==> config.mk <==
export PLATFORM = sky130hd
export DESIGN_NAME = clt_noise_accumulator
export DESIGN_NICKNAME = d
export VERILOG_FILES = /design/src/rtl/clt_noise_accumulator.sv
export SDC_FILE = /design/constraint.sdc
export NUM_CORES = 1
export LEC_CHECK = 0
export ABC_AREA = 1
export CAP_MARGIN = 30
export CORE_ASPECT_RATIO = 0.7
export CORE_MARGIN = 3
export CORE_UTILIZATION = 45
export DETAILED_ROUTE_END_ITERATION = 10
export PLACE_DENSITY = 0.79
export SYNTH_ARGS = -nofsm -noshare
export SYNTH_HDL_FRONTEND = slang
export SYNTH_SLANG_ARGS = --single-unit
==> constraint.sdc <==
create_clock -name clk -period 5.2 [get_ports clk]
set_input_delay 1.3 -clock clk [delete_from_list [all_inputs] [get_ports clk]]
set_output_delay 1.3 -clock clk [all_outputs]
set_load 0.01 [all_outputs]
==> src/rtl/clt_noise_accumulator.sv <==
// CLT Gaussian noise: sums NPAIR pairs of 12-bit uniforms and re-centres
// the total into a signed 16-bit sample held until the consumer takes it.
module clt_noise_accumulator #(
    parameter int          NPAIR  = 8,
    parameter logic [15:0] OFFSET = 16'h8000
) (
    input  logic        clk,
    input  logic        rst,
    input  logic        in_valid,
    output logic        in_ready,
    input  logic [31:0] u1,
    input  logic [31:0] u2,
    output logic        out_valid,
    input  logic        out_ready,
    output logic [15:0] noise,
    output logic [15:0] out_count
);

    typedef enum logic {
        ACC  = 1'b0,
        HOLD = 1'b1
    } state_t;

    localparam logic [3:0] LAST = 4'(NPAIR - 1);

    state_t      state, state_nxt;
    logic [15:0] acc, acc_nxt;
    logic [3:0]  cnt, cnt_nxt;
    logic [15:0] noise_nxt;
    logic [15:0] count_nxt;
    logic [11:0] a, b;
    logic [15:0] sum;
    logic        unused_bits;

    assign a           = u1[31:20];
    assign b           = u2[31:20];
    assign unused_bits = ^{u1[19:0], u2[19:0]};
    // 16 x 4095 fits in 16 bits, so this never wraps
    assign sum         = acc + 16'(a) + 16'(b);

    assign in_ready  = rst && (state == ACC);
    assign out_valid = (state == HOLD);

    always_ff @(posedge clk) begin
        if (!rst) begin
            state     <= ACC;
            acc       <= '0;
            cnt       <= '0;
            noise     <= '0;
            out_count <= '0;
        end else begin
            state     <= state_nxt;
            acc       <= acc_nxt;
            cnt       <= cnt_nxt;
            noise     <= noise_nxt;
            out_count <= count_nxt;
        end
    end

    always_comb begin
        state_nxt = state;
        acc_nxt   = acc;
        cnt_nxt   = cnt;
        noise_nxt = noise;
        count_nxt = out_count;
        unique case (state)
            ACC: begin
                if (in_valid) begin
                    if (cnt == LAST) begin
                        noise_nxt = sum - OFFSET;
                        acc_nxt   = '0;
                        cnt_nxt   = '0;
                        state_nxt = HOLD;
                    end else begin
                        acc_nxt = sum;
                        cnt_nxt = cnt + 4'd1;
                    end
                end
            end
            HOLD: begin
                if (out_ready) begin
                    state_nxt = ACC;
                    count_nxt = out_count + 16'd1;
                end
            end
            default: state_nxt = ACC;
        endcase
    end

endmodule

After elaboration in Yosys (flattened, before gate mapping)
Cells that the tools add are included.

Register bits after elaboration: 53. Bits of input ports: 68. Output and inout port bits: 34. Word-level logic and storage cells: 22.

Add/sub/neg operators: 5. Equal/unequal tests: 1. Multiplexer cells: 6. Bitwise gates (word level): 1. Reductions and logical operators: 4.

Operators with widths (number): 16-bit by 12-bit adder with 16-bit output (2); 16-bit by 1-bit adder with 16-bit output (second input constant) (1); 16-bit 2-to-1 mux (1); 16-bit subtractor (second input constant) (1); 4-bit by 1-bit adder with 4-bit output (second input constant) (1); 4-bit by 3-bit equality test with 1-bit output (second input constant) (1); 4-bit 2-to-1 mux (1); 2-bit AND reduction (2); 1-bit 2-to-1 mux (3); 3-bit AND reduction (1); 1-bit one-hot mux with 2 select lines (1); 1-bit logical AND (1); 1-bit inverter (1).

Depth between registers and ports, before layout
Gate-level depths: netlist (run 1).

Depth in word-level cells: 4. Gate-level depth with buffers: 14. Depth with buffers taken out: 14.

Worst setup path after synthesis (run 1)
No wires, ideal clock.

Path type: input -> output. From: input rst. To: output in_ready. Data arrival time: 1836 ps. Required time: 3900 ps. Setup slack: 2064 ps. Stages on the path: 3. Buffers on the path: 1. Cell sequence: clkinv_1 buf_6 nor2_1.

Word-level cells in the longest chain between the ends: 1.

RTL lines: start: declaration (RTL line 8) `input logic rst,`; 1-bit logical AND (RTL line 41) `assign in_ready = rst && (state == ACC);`; end: declaration (RTL line 10) `output logic in_ready,`.

Every way passes these cells.

Worst setup path after layout (run 1)
Same ends and word-level chain as after synthesis.

==> Implementation_results.wiki, run 1 <==
{| class="wikitable"
! Metric !! Value
|-
| Initial Util || 0.487
|-
| Class of the tightest hold or removal check || reg2reg
|-
| Kind of start point of the critical path || input pin
|-
| Ports || 102
|-
| Gate count of the mapped netlist || 433
|-
| Post_cts resized || 0
|-
| Adder-cell share of the synthesized area || 0.137
|-
| Endpoint of the worst-slack reg-to-reg timing path || acc[9]
|-
| Worst Reg-to-Reg Cells || 9
|-
| Crit path required time || 3.90 ns
|-
| Setup-violating endpoint count in the final report || 0
|-
| Post-synthesis net count || 528
|-
| Synth Area per Inst || 7.33 um2
|-
| CTS hold repair buffers || 0
|-
| Setup repair after global routing missed its margin || false
|-
| Vias in the first global route || 2771
|-
| DIE WIDTH || 106 um
|-
| Start point of the critical path || rst
|-
| Max-cap violations || 0
|-
| Overall overflow remaining after global route || 0
|-
| Arrival time of the worst setup path || 2.69 ns
|-
| Number of vias per cell || 4.90
|-
| Placed cells || 580
|-
| Synth cell types || 39
|-
| Transition time at the pin with the least slew margin || 0.707 ns
|-
| Initial antenna violation count || 0
|-
| Num CTS Buffers || 5
|-
| Fraction of the mapped netlist area in compound gates || 0.101
|-
| Count of synthesis-stage warnings from yosys || 0
|-
| Detail Placement HPWL || 5650 um
|-
| Std-Cell Rows || 24
|-
| Final weighted congestion in routability-driven placement || 0.886
|-
| Maximum clock path buffer count || 2
|-
| Power per cell area || 332 mW/mm2
|-
| Worst rel slew slack || 0.528
|-
| Pre-CTS setup slack || 1.21 ns
|-
| Post-CTS Setup Bufs || 0
|-
| Number of pins exceeding their max-slew limit in the final report || 0
|-
| Type of destination of the critical path || output pin
|-
| Num Clock Sinks || 53
|-
| Root buffer cell || clkbuf_8
|-
| Final cycle utilization of the critical path || 0.768
|-
| Overall routing resource usage || 0.187
|-
| Share of final-layout standard cells stronger than drive strength 1 || 0.0584
|-
| Maximum number of pins on one net before global-route repair || 26
|-
| Wire length of the first global-routing pass || 12700 um
|-
| Final Routed Wirelength || 7310 um
|-
| Number of port buffers || 61
|-
| Setup ws final || 1.21 ns
|-
| Tmin final || 3.99 ns
|-
| Number of nets in the finished design || 591
|-
| Highest clock frequency the design can meet || 250 MHz
|-
| Number of flip-flops and latches in the synthesized netlist || 53
|-
| Antenna-violating nets left || 0
|-
| TritonCTS clock tree || done
|-
| Clock-pin slew of the registers on the worst-case setup and hold paths || 0.10 ns
|-
| Post-synthesis share of cell area spent on and, or, nand and nor gates || 0.316
|-
| Main combinational cell family by area after synthesis || simple AND/OR/NAND/NOR gates
|-
| Capturing instance or port of the critical path || in_ready
|-
| Worst-path maximum fanout || 15
|-
| Kind of critical path || in2out
|-
| Sequential share of the synthesized area || 0.334
|-
| First-pass iteration count of the detailed router || 4
|-
| Depth of the CTS H-tree || 2
|-
| Diode insertion count for antenna repair || 0
|-
| Setup total negative slack || 0 ns
|-
| Result of the run || finished clean
|-
| WL/cell || 12.4 um
|-
| Clock Skew || 0.00938 ns
|-
| Initial drt markers || 183
|-
| FF-to-FF Start || acc[1]
|-
| Worst hold margin || 0.455 ns
|-
| Residual DRC count || 0
|-
| Via count || 2879
|-
| DIE AREA || 0.00811 mm2
|-
| VDD IR max || 0.172 mV
|-
| Proportion of synthesized area in mux cells || 0
|-
| Die height || 76.3 um
|-
| Post-Syn Area || 0.00317 mm2
|-
| LEAKAGE || 0.00176 uW
|-
| Number of hold violations in the final report || 0
|-
| XOR/XNOR share of the synthesized area || 0.0193
|-
| Standard cell core area || 0.00652 mm2
|-
| Post-layout instance count excluding filler cells || 588
|-
| Setup slack on the worst flop-to-flop path || 2.85 ns
|-
| Area growth, synth to finish || 24.6%
|-
| Clock latency on the worst-skew pair || 0.31 ns
|}
## metrics by stage
stage / area (um2) / util / power (uW)
3_3_place_gp: 3860 / 0.593 / 1050
3_5_place_dp: 3860 / 0.593 / 1070
4_1_cts: 3950 / 0.607 / 1320
6_report: 3950 / 0.607 / 1310
2_1_floorplan: 3170 / - / 930
5_1_grt: 3950 / 0.607 / 1440
## report_power, final
| group | internal (uW) | switching [uW] |
|---|---|---|
| registers | 441 | 26.2 |
| clock network | 96.1 | 146 |
| logic | 237 | 365 |
| total | 774 | 537 |
## cell usage after synthesis, drive strengths merged
master / instances / share of area
nand2: 129 / 0.16
inv: 63 / 0.075
dfxtp: 53 / 0.33
nor2: 41 / 0.063
a21oi: 30 / 0.047
nand3: 27 / 0.047
o21ai: 15 / 0.024
ha: 14 / 0.055
fa: 13 / 0.082
nand4: 7 / 0.019
nor3: 5 / 0.0079
buf: 4 / 0.012
xor2: 4 / 0.011
a22o: 3 / 0.0083
and2: 3 / 0.0059
clkbuf: 3 / 0.0035
o21a: 3 / 0.0071
or2: 3 / 0.0059
xnor2: 3 / 0.0083
nand3b: 2 / 0.0047
o21bai: 2 / 0.0059
a211oi: 1 / 0.0024
a31oi: 1 / 0.0020
and3: 1 / 0.0020
clkinv: 1 / 0.0012
o22ai: 1 / 0.0020
o31ai: 1 / 0.0024
## metal layers
metal,share of wire,global-route usage
met2,0.46,0.308
met5,0,0
met4,0.0055,0.0285
met1,0.48,0.259
met3,0.052,0.0356
## cells in the final DEF (no fill, tap or decap), types with 2 or more instances in the layout
cell type and n:
a21oi_1 30, a22o_1 3, and2_1 3, buf_4 2, clkbuf_8 5, clkdlybuf4s50_1 61, dfxtp_1 53, fa_1 13
ha_1 14, inv_1 60, inv_2 2, nand2_1 124, nand2_2 2, nand2_4 3, nand3_1 26, nand3b_1 2
nand4_1 6, nor2_1 34, nor2_4 6, nor3_1 5, o21a_1 3, o21ai_0 14, or2_1 2, xnor2_1 3
xor2_1 4
## final cells by class
type / count / area (um2)
fill: 592 / 2560
clock inverter: 3 / 21.3
inverter: 64 / 243
sequential: 53 / 1060
clock buffer: 5 / 68.8
tap: 91 / 114
timing repair buffer: 63 / 626
multi-input combinational: 309 / 1820
## registers in the layout (all words and copies together), names as in the netlist
| name | cells |
|---|---|
| cnt | 4 |
| noise | 16 |
| out_count | 16 |
| acc | 16 |
| out_valid | 1 |
## worst min path at each step
stage          startpoint  endpoint  slack (ns)  depth (start not counted)
2_1_floorplan     acc[12]   acc[12]        0.45                          2
6_report         noise[9]  noise[9]        0.46                          2
4_1_cts          noise[9]  noise[9]        0.46                          2
5_1_grt          noise[9]  noise[9]        0.48                          2
3_3_place_gp     noise[8]  noise[8]        0.44                          2
3_5_place_dp     noise[9]  noise[9]        0.44                          2
## critical path, stage by stage
cell and delay, ns:
clkdlybuf4s50_1 0.45, buf_4 0.21, clkinv_1 0.11, nor2_1 0.09, clkdlybuf4s50_1 0.54
## cells by family (layout without fill, tap and decap cells)
group,count (synthesis),in the layout
buf+inv,71,135
xor+xnor,7,7
compound gates,57,57
fa+ha+maj,27,27
simple gates,218,218
flops,53,53
(Power assumes the default switching activity.)
==> run 2, diff against run 1 <==
Settings changed: CORE_UTILIZATION 45 to 42, PLACE_DENSITY 0.79 to 0.78.
Clock period 5.2 ns to 3.39 ns, I/O delays scaled along.
==> Implementation_results.wiki, run 2 (synthesis results as in run 1) <==
{| class="wikitable"
! Metric !! Value
|-
| Crit path required time || 3.58 ns (-0.32 ns)
|-
| Setup total negative slack || 0 ns (unchanged)
|-
| Post_cts resized || 0 (unchanged)
|-
| Most frequent standard cell in the layout excluding fill and tap cells || nand2_1
|-
| Worst path slowest cell || fa_1
|-
| Post-layout instance count excluding filler cells || 592 (+0.68%)
|-
| Portion of total power attributed to the clock network || 0.212 (+0.027)
|-
| Most frequent cells in the layout || nand2_1 (124), clkdlybuf4s50_1 (61), inv_1 (60)
|-
| Num Clock Sinks || 53 (unchanged)
|-
| Root buffer cell || clkbuf_8
|-
| Std-Cell Rows || 25 (+4.2%)
|-
| Tmin final || 3.10 ns
|-
| Final Routed Wirelength || 7630 um (+4.4%)
|-
| Number of port buffers || 61 (unchanged)
|-
| Maximum number of pins on one net before global-route repair || 26 (unchanged)
|-
| Type of destination of the critical path || flip-flop
|-
| Clock-pin slew of the registers on the worst-case setup and hold paths || 0.10 ns (about the same)
|-
| Cell chain of the critical path || clkdlybuf4s50_1 -> fa_1 -> ha_1 -> inv_1 -> fa_1 -> o21bai_1 -> nand2_1 -> nand3_1 -> nand2_1 -> nand3_1 -> a21oi_1
|-
| Sequential share of power || 0.345 (-0.011)
|-
| Post-CTS Setup Bufs || 0 (unchanged)
|-
| Via count || 2891 (+0.42%)
|-
| Clock latency on the worst-skew pair || 0.31 ns (about the same)
|-
| Num CTS Buffers || 5 (unchanged)
|-
| Final cycle utilization of the critical path || 0.915
|-
| Maximum clock path buffer count || 2 (unchanged)
|-
| Depth of the CTS H-tree || 2 (unchanged)
|-
| Power per cell area || 522 mW/mm2 (+57%)
|-
| Wire length of the first global-routing pass || 12800 um (+0.39%)
|-
| TritonCTS clock tree || done
|-
| Logic pwr share || 0.444 (-0.015)
|-
| Share of final-layout standard cells stronger than drive strength 1 || 0.0582 (-0.000117)
|-
| Standard cell core area || 0.00704 mm2 (+8.0%)
|-
| Footprint of the flip-flops and latches || 0.00106 mm2 (unchanged)
|-
| Initial antenna violation count || 0 (unchanged)
|-
| Detail Placement HPWL || 5900 um (+4.3%)
|-
| Kind of critical path || in2reg
|-
| Die height || 78.7 um (+3.2%)
|-
| Result of the run || finished clean
|-
| Highest clock frequency the design can meet || 322 MHz
|-
| Fill cell total of the finished layout || 671 (+13%)
|-
| Worst rel slew slack || 0.714 (+0.186)
|-
| Diode insertion count for antenna repair || 0 (unchanged)
|-
| Delay of the slowest cell on the worst path || 0.57 ns (+0.03 ns)
|-
| DIE WIDTH || 110 um (+3.3%)
|-
| LEAKAGE || 0.00177 uW (+0.89%)
|-
| Vias in the first global route || 2716 (-2.0%)
|-
| Initial drt markers || 131 (-28%)
|-
| WL/cell || 12.9 um (+3.7%)
|-
| Placed cells || 584 (+0.69%)
|-
| Setup-violating endpoint count in the final report || 0 (unchanged)
|-
| Antenna-violating nets left || 0 (unchanged)
|-
| Max-cap violations || 0 (unchanged)
|-
| VDD IR max || 0.257 mV (+49%)
|-
| Largest regs || acc (16), noise (16), out_count (16)
|-
| Class of the tightest hold or removal check || reg2reg
|-
| Number of hold violations in the final report || 0 (unchanged)
|-
| Number of nets in the finished design || 592 (+0.17%)
|-
| Arrival time of the worst setup path || 3.29 ns (+0.60 ns)
|-
| Residual DRC count || 0 (unchanged)
|-
| Worst-path maximum fanout || 3 (-12)
|-
| CTS hold repair buffers || 0 (unchanged)
|-
| Transition time at the pin with the least slew margin || 0.428 ns (-0.279 ns)
|-
| Ports || 102 (unchanged)
|-
| Multi-input gate area in the final layout || 0.00182 mm2 (unchanged)
|-
| Setup slack on the worst flop-to-flop path || 1.03 ns (-1.82 ns)
|-
| Fraction of power spent switching nets || 0.392 (-0.0179)
|-
| Switching component of the power || 815 uW (+52%)
|-
| Final weighted congestion in routability-driven placement || 0.886 (about the same)
|-
| Int Pwr || 1260 uW (+63%)
|-
| Number of pins exceeding their max-slew limit in the final report || 0 (unchanged)
|-
| Overall routing resource usage || 0.184 (-0.00271)
|-
| Area growth, synth to finish || 25.6%
|-
| Initial Util || 0.451 (-0.0361)
|-
| Number of vias per cell || 4.88 (-0.26%)
|-
| Clock Skew || 0.00479 ns (-0.00460 ns)
|-
| Setup repair after global routing missed its margin || false
|-
| Kind of start point of the critical path || input pin
|-
| DIE AREA || 0.00865 mm2 (+6.7%)
|-
| Overall overflow remaining after global route || 0 (unchanged)
|-
| First-pass iteration count of the detailed router || 6 (+2)
|}
-- run 2: cell types whose count changed in the layout (fill, tap and decap cells not counted), sizes merged --
| cell | change |
|---|---|
| inv | -1 |
| clkinvlp | -1 |
| clkbuf | +1 |
| bufinv | +1 |
| buf | +1 |
-- run 2: layer usage --
metal,share of wire,vias to the layer above,global-route usage
li1,-,1493,-
met1,0.46,1323,0.250
met2,0.47,67,0.304
met3,0.058,8,0.0333
met4,0.012,0,0.0423
met5,0,-,0
-- run 2: area by class of cell --
type / count / share of cell area
Multi-Input combinational cell: 309 / 0.457
Clock buffer: 6 / 0.0182
Tap cell: 94 / 0.0295
Timing Repair Buffer: 64 / 0.159
Inverter: 64 / 0.0609
Sequential cell: 53 / 0.266
Clock inverter: 2 / 0.00973
-- run 2: path summary, 6_finish.rpt --
check	from	to	cells after the start
worst max-delay path	u1[21]	acc[9]	11
worst min-delay path	noise[9]	noise[9]	2
worst max register to register	acc[1]	acc[9]	10
worst min register to register	noise[9]	noise[9]	2
-- run 2: metrics by stage --
step	hold slack (ns)	power [uW]	cell area, um2	setup WS (ns)	util
4_1_cts	0.459	2080	3990	0.297	0.566
2_1_floorplan	0.449	1430	3170	0.708	-
6_report	0.454	2080	3990	0.288	0.566
3_3_place_gp	0.439	1610	3870	0.0593	0.551
3_5_place_dp	0.440	1640	3870	-0.0210	0.551
5_1_grt	0.475	2260	3990	0.142	0.566
-- run 2: worst max-delay path: cells and delay by family --
family	cells	cell delay, ns
AND/OR/NAND/NOR	4	0.35
AO/OA/AOI/OAI	2	0.38
adder cells (fa/ha/maj)	3	1.18
buffers and inverters	2	0.52
-- run 2: power groups by stage --
stage                     registers [uW]  clock network (uW)  logic [uW]
after global routing                 723                 482        1060
after global placement               728                   0         878
after CTS                            717                 451         915
final                                716                 441         922
after floorplan                      722                   0         705
after detailed placement             731                   0         909
==> run 3, diff against run 2 <==
Settings changed: HOLD_SLACK_MARGIN set to 0.12.
==> results of run 3 <==
The final DEF is identical to that of run 2; final timing and power are the same.
==> patch (config.mk and constraints of run 2) <==
Change the parameter `OFFSET` from 16'h8000 to 16'h6000.
--- a/src/rtl/clt_noise_accumulator.sv
+++ b/src/rtl/clt_noise_accumulator.sv
@@ -4,3 +4,3 @@
     parameter int          NPAIR  = 8,
-    parameter logic [15:0] OFFSET = 16'h8000
+    parameter logic [15:0] OFFSET = 16'h6000
 ) (
Function: changed (a bounded check fails within 10 cycles, from zero or initial values and one cycle with rst low).
==> patch against run 2 <==
Largest cell class unchanged; wire length increased by 2.9%; worst setup slack worse by 170 ps; count of clock-buffer cells in the layout unchanged; combinational power rose by 28%; sequential cell count stayed put; power rose by 9.5%; design area is 5.1% higher; critical path depth rose by 6; area after synthesis shrank 0.67%; final cell count rose by 2.0%; sequential power is essentially flat; critical path type unchanged; global-route usage grew 0.54 points.
==> patch: results (changes against run 2) <==
- Status: completed (unchanged)
- RR Startpoint: acc[1] (unchanged)
- Vias in the first global route: 2868 (was 2716)
- Largest net degree at the start of global routing: 31 (was 26)
- DP Wirelength: 5840 um (was 5897 um)
- Synth warn: 0 (unchanged)
- Worst Setup SP: u2[21] (was u1[21])
- CP Data Required Time: 3590 ps (was 3580 ps)
- Cell Int Power: 1.399 mW (was 1.265 mW)
- Overall Global Routing Usage: 0.1895 (was 0.1841)
- Clock Skew: 8.113 ps (was 4.788 ps)
- Max Fanout on Critical Path: 2 (was 3)
- Max clock buf depth: 2 (unchanged)
- Static Leak: 1.872 nW (was 1.772 nW)
- Drt wl/cell: 13.00 um (was 12.89 um)
- Worst R2R Path Depth: 16 (was 10)
- Htree depth: 2 (unchanged)
- Registers with the most flip-flops: acc x16, noise x16, out_count x16 (unchanged)
- Layout cells sized above 1: 0.1412 (was 0.05823)
- CTS Buf Count: 5 (unchanged)
- Clock root buffer: clkbuf_8 (unchanged)
- Initial antenna violation count: 0 (unchanged)
- Initial DRC count: 147 (was 131)
- Net Count, Synth: 516 (was 528)
- GP Congestion: 0.8948 (was 0.8857)
- Most frequent cells after synthesis: nand2_1, dfxtp_1, inv_1 (was nand2_1, inv_1, dfxtp_1)
- Min-Delay Startpoint: noise[7] (was noise[9])
- Port Buf Inserts: 61 (unchanged)
- Router iterations before antenna repair: 4 (was 6)
- Hold WC Path Type: reg -> reg (unchanged)
- Routed vias: 2966 (was 2891)
- First-pass GRT wire length: 13180 um (was 12770 um)
- CTS clk-pin slew, worst paths: 100 ps (about the same)
- Clk_lat worst skew: 310 ps (about the same)
- Synth async-reset ratio: 0 (unchanged)
- Largest cells by area after synthesis: dfxtp_1, nand2_1, fa_1 (unchanged)
- Filler Cell Count: 637 (was 671)
- IR Drop Worst-Case VDD: 0.0002897 V (was 0.0002569 V)
- Hold path depth: 2 (unchanged)
- Unique masters post-synth: 40 (was 39)
- Post-synthesis sequential area ratio: 0.3365 (was 0.3343)
- Final #Nets: 605 (was 592)
- Ant diodes: 0 (unchanged)
- Max-slew headroom: 0.6714 (was 0.7141)
-- patch: changes by cell type after synthesis, moves of 3 or more --
cell     change
nand3_1      +6
inv_1        -9
nand2_1     -10
buf_2        +3
o21ai_0      -3
a21oi_1      +5
nor2_1       -7
-- patch: timing repair --
| action | CTS | global route |
|---|---|---|
| buffers inserted | 0 | 5 |
| setup endpoints to repair | 2 | 2 |
| gates resized for setup | 4 | 8 |
| gates cloned | 0 | 0 |
| pin swaps | 0 | 2 |
-- patch: power by group through the flow --
stage | Sequential, mW | Clock [mW] | Combinational (mW)
final | 0.715 | 0.385 | 1.18
after global routing | 0.722 | 0.417 | 1.33
after CTS | 0.715 | 0.392 | 1.13
after detailed placement | 0.730 | 0 | 1.11
after global placement | 0.726 | 0 | 1.08
after floorplan | 0.721 | 0 | 0.713
-- patch: cell families (layout without fill, tap and decap cells) --
| family | Yosys count | count (layout) | synth area share |
|---|---|---|---|
| adder cells (fa/ha/maj) | 28 | 28 | 0.1421 |
| XOR/XNOR | 8 | 8 | 0.02222 |
| AO/OA/AOI/OAI | 59 | 59 | 0.1056 |
| buffers and inverters | 63 | 153 | 0.08134 |
| flip-flops | 53 | 53 | 0.3365 |
| AND/OR/NAND/NOR | 209 | 209 | 0.3123 |
-- patch: metal layers --
layer / up-vias / track usage / routed length [um]
met3: 8 / 0.03451 / 495
met1: 1351 / 0.2740 / 3807
met4: 0 / 0.03985 / 76
met2: 85 / 0.2942 / 3469
li1: 1522 / - / -
met5: - / 0 / 0
-- patch: final cells by class --
type | count | area [um2] | share of cell area
inverters | 54 | 202.7 | 0.04837
multi-input cells | 304 | 1878 | 0.4482
flip-flops and latches | 53 | 1061 | 0.2532
clock buffers | 6 | 82.58 | 0.01971
clock inverters | 2 | 13.76 | 0.003285
repair buffers | 91 | 834.6 | 0.1992
well taps | 94 | 117.6 | 0.02807
-- patch: worst paths after layout --
kind | slack (ps) | to
max | 120 | noise[15]
min | 460 | noise[7]
max reg2reg | 790 | noise[15]
min reg2reg | 460 | noise[7]
-- patch: stage by stage --
stage / util / hold WS [ps] / cell area [um2] / setup WS (ps) / cells
after global placement: 0.5730 / 438.9 / 4015 / -302.0 / 591
final: 0.5980 / 462.8 / 4190 / 115.1 / 604
after floorplan: - / 447.8 / 3153 / 214.3 / 420
after global routing: 0.5980 / 490.6 / 4190 / -40.37 / 604
after detailed placement: 0.5730 / 444.4 / 4015 / -358.1 / 591
after CTS: 0.5873 / 465.4 / 4115 / 50.76 / 599
-- patch: worst max-delay path, stage by stage --
cell and delay [ps]:
clkdlybuf4s50_1 440, fa_1 530, ha_2 180, inv_1 60
fa_2 390, inv_2 70, nand3_1 80, nand3_2 90
nand3_2 80, nand3_2 70, nand2_1 60, and2_4 160
ha_4 160, inv_2 50, nand3_2 80, nand3_2 70
nand2_1 50
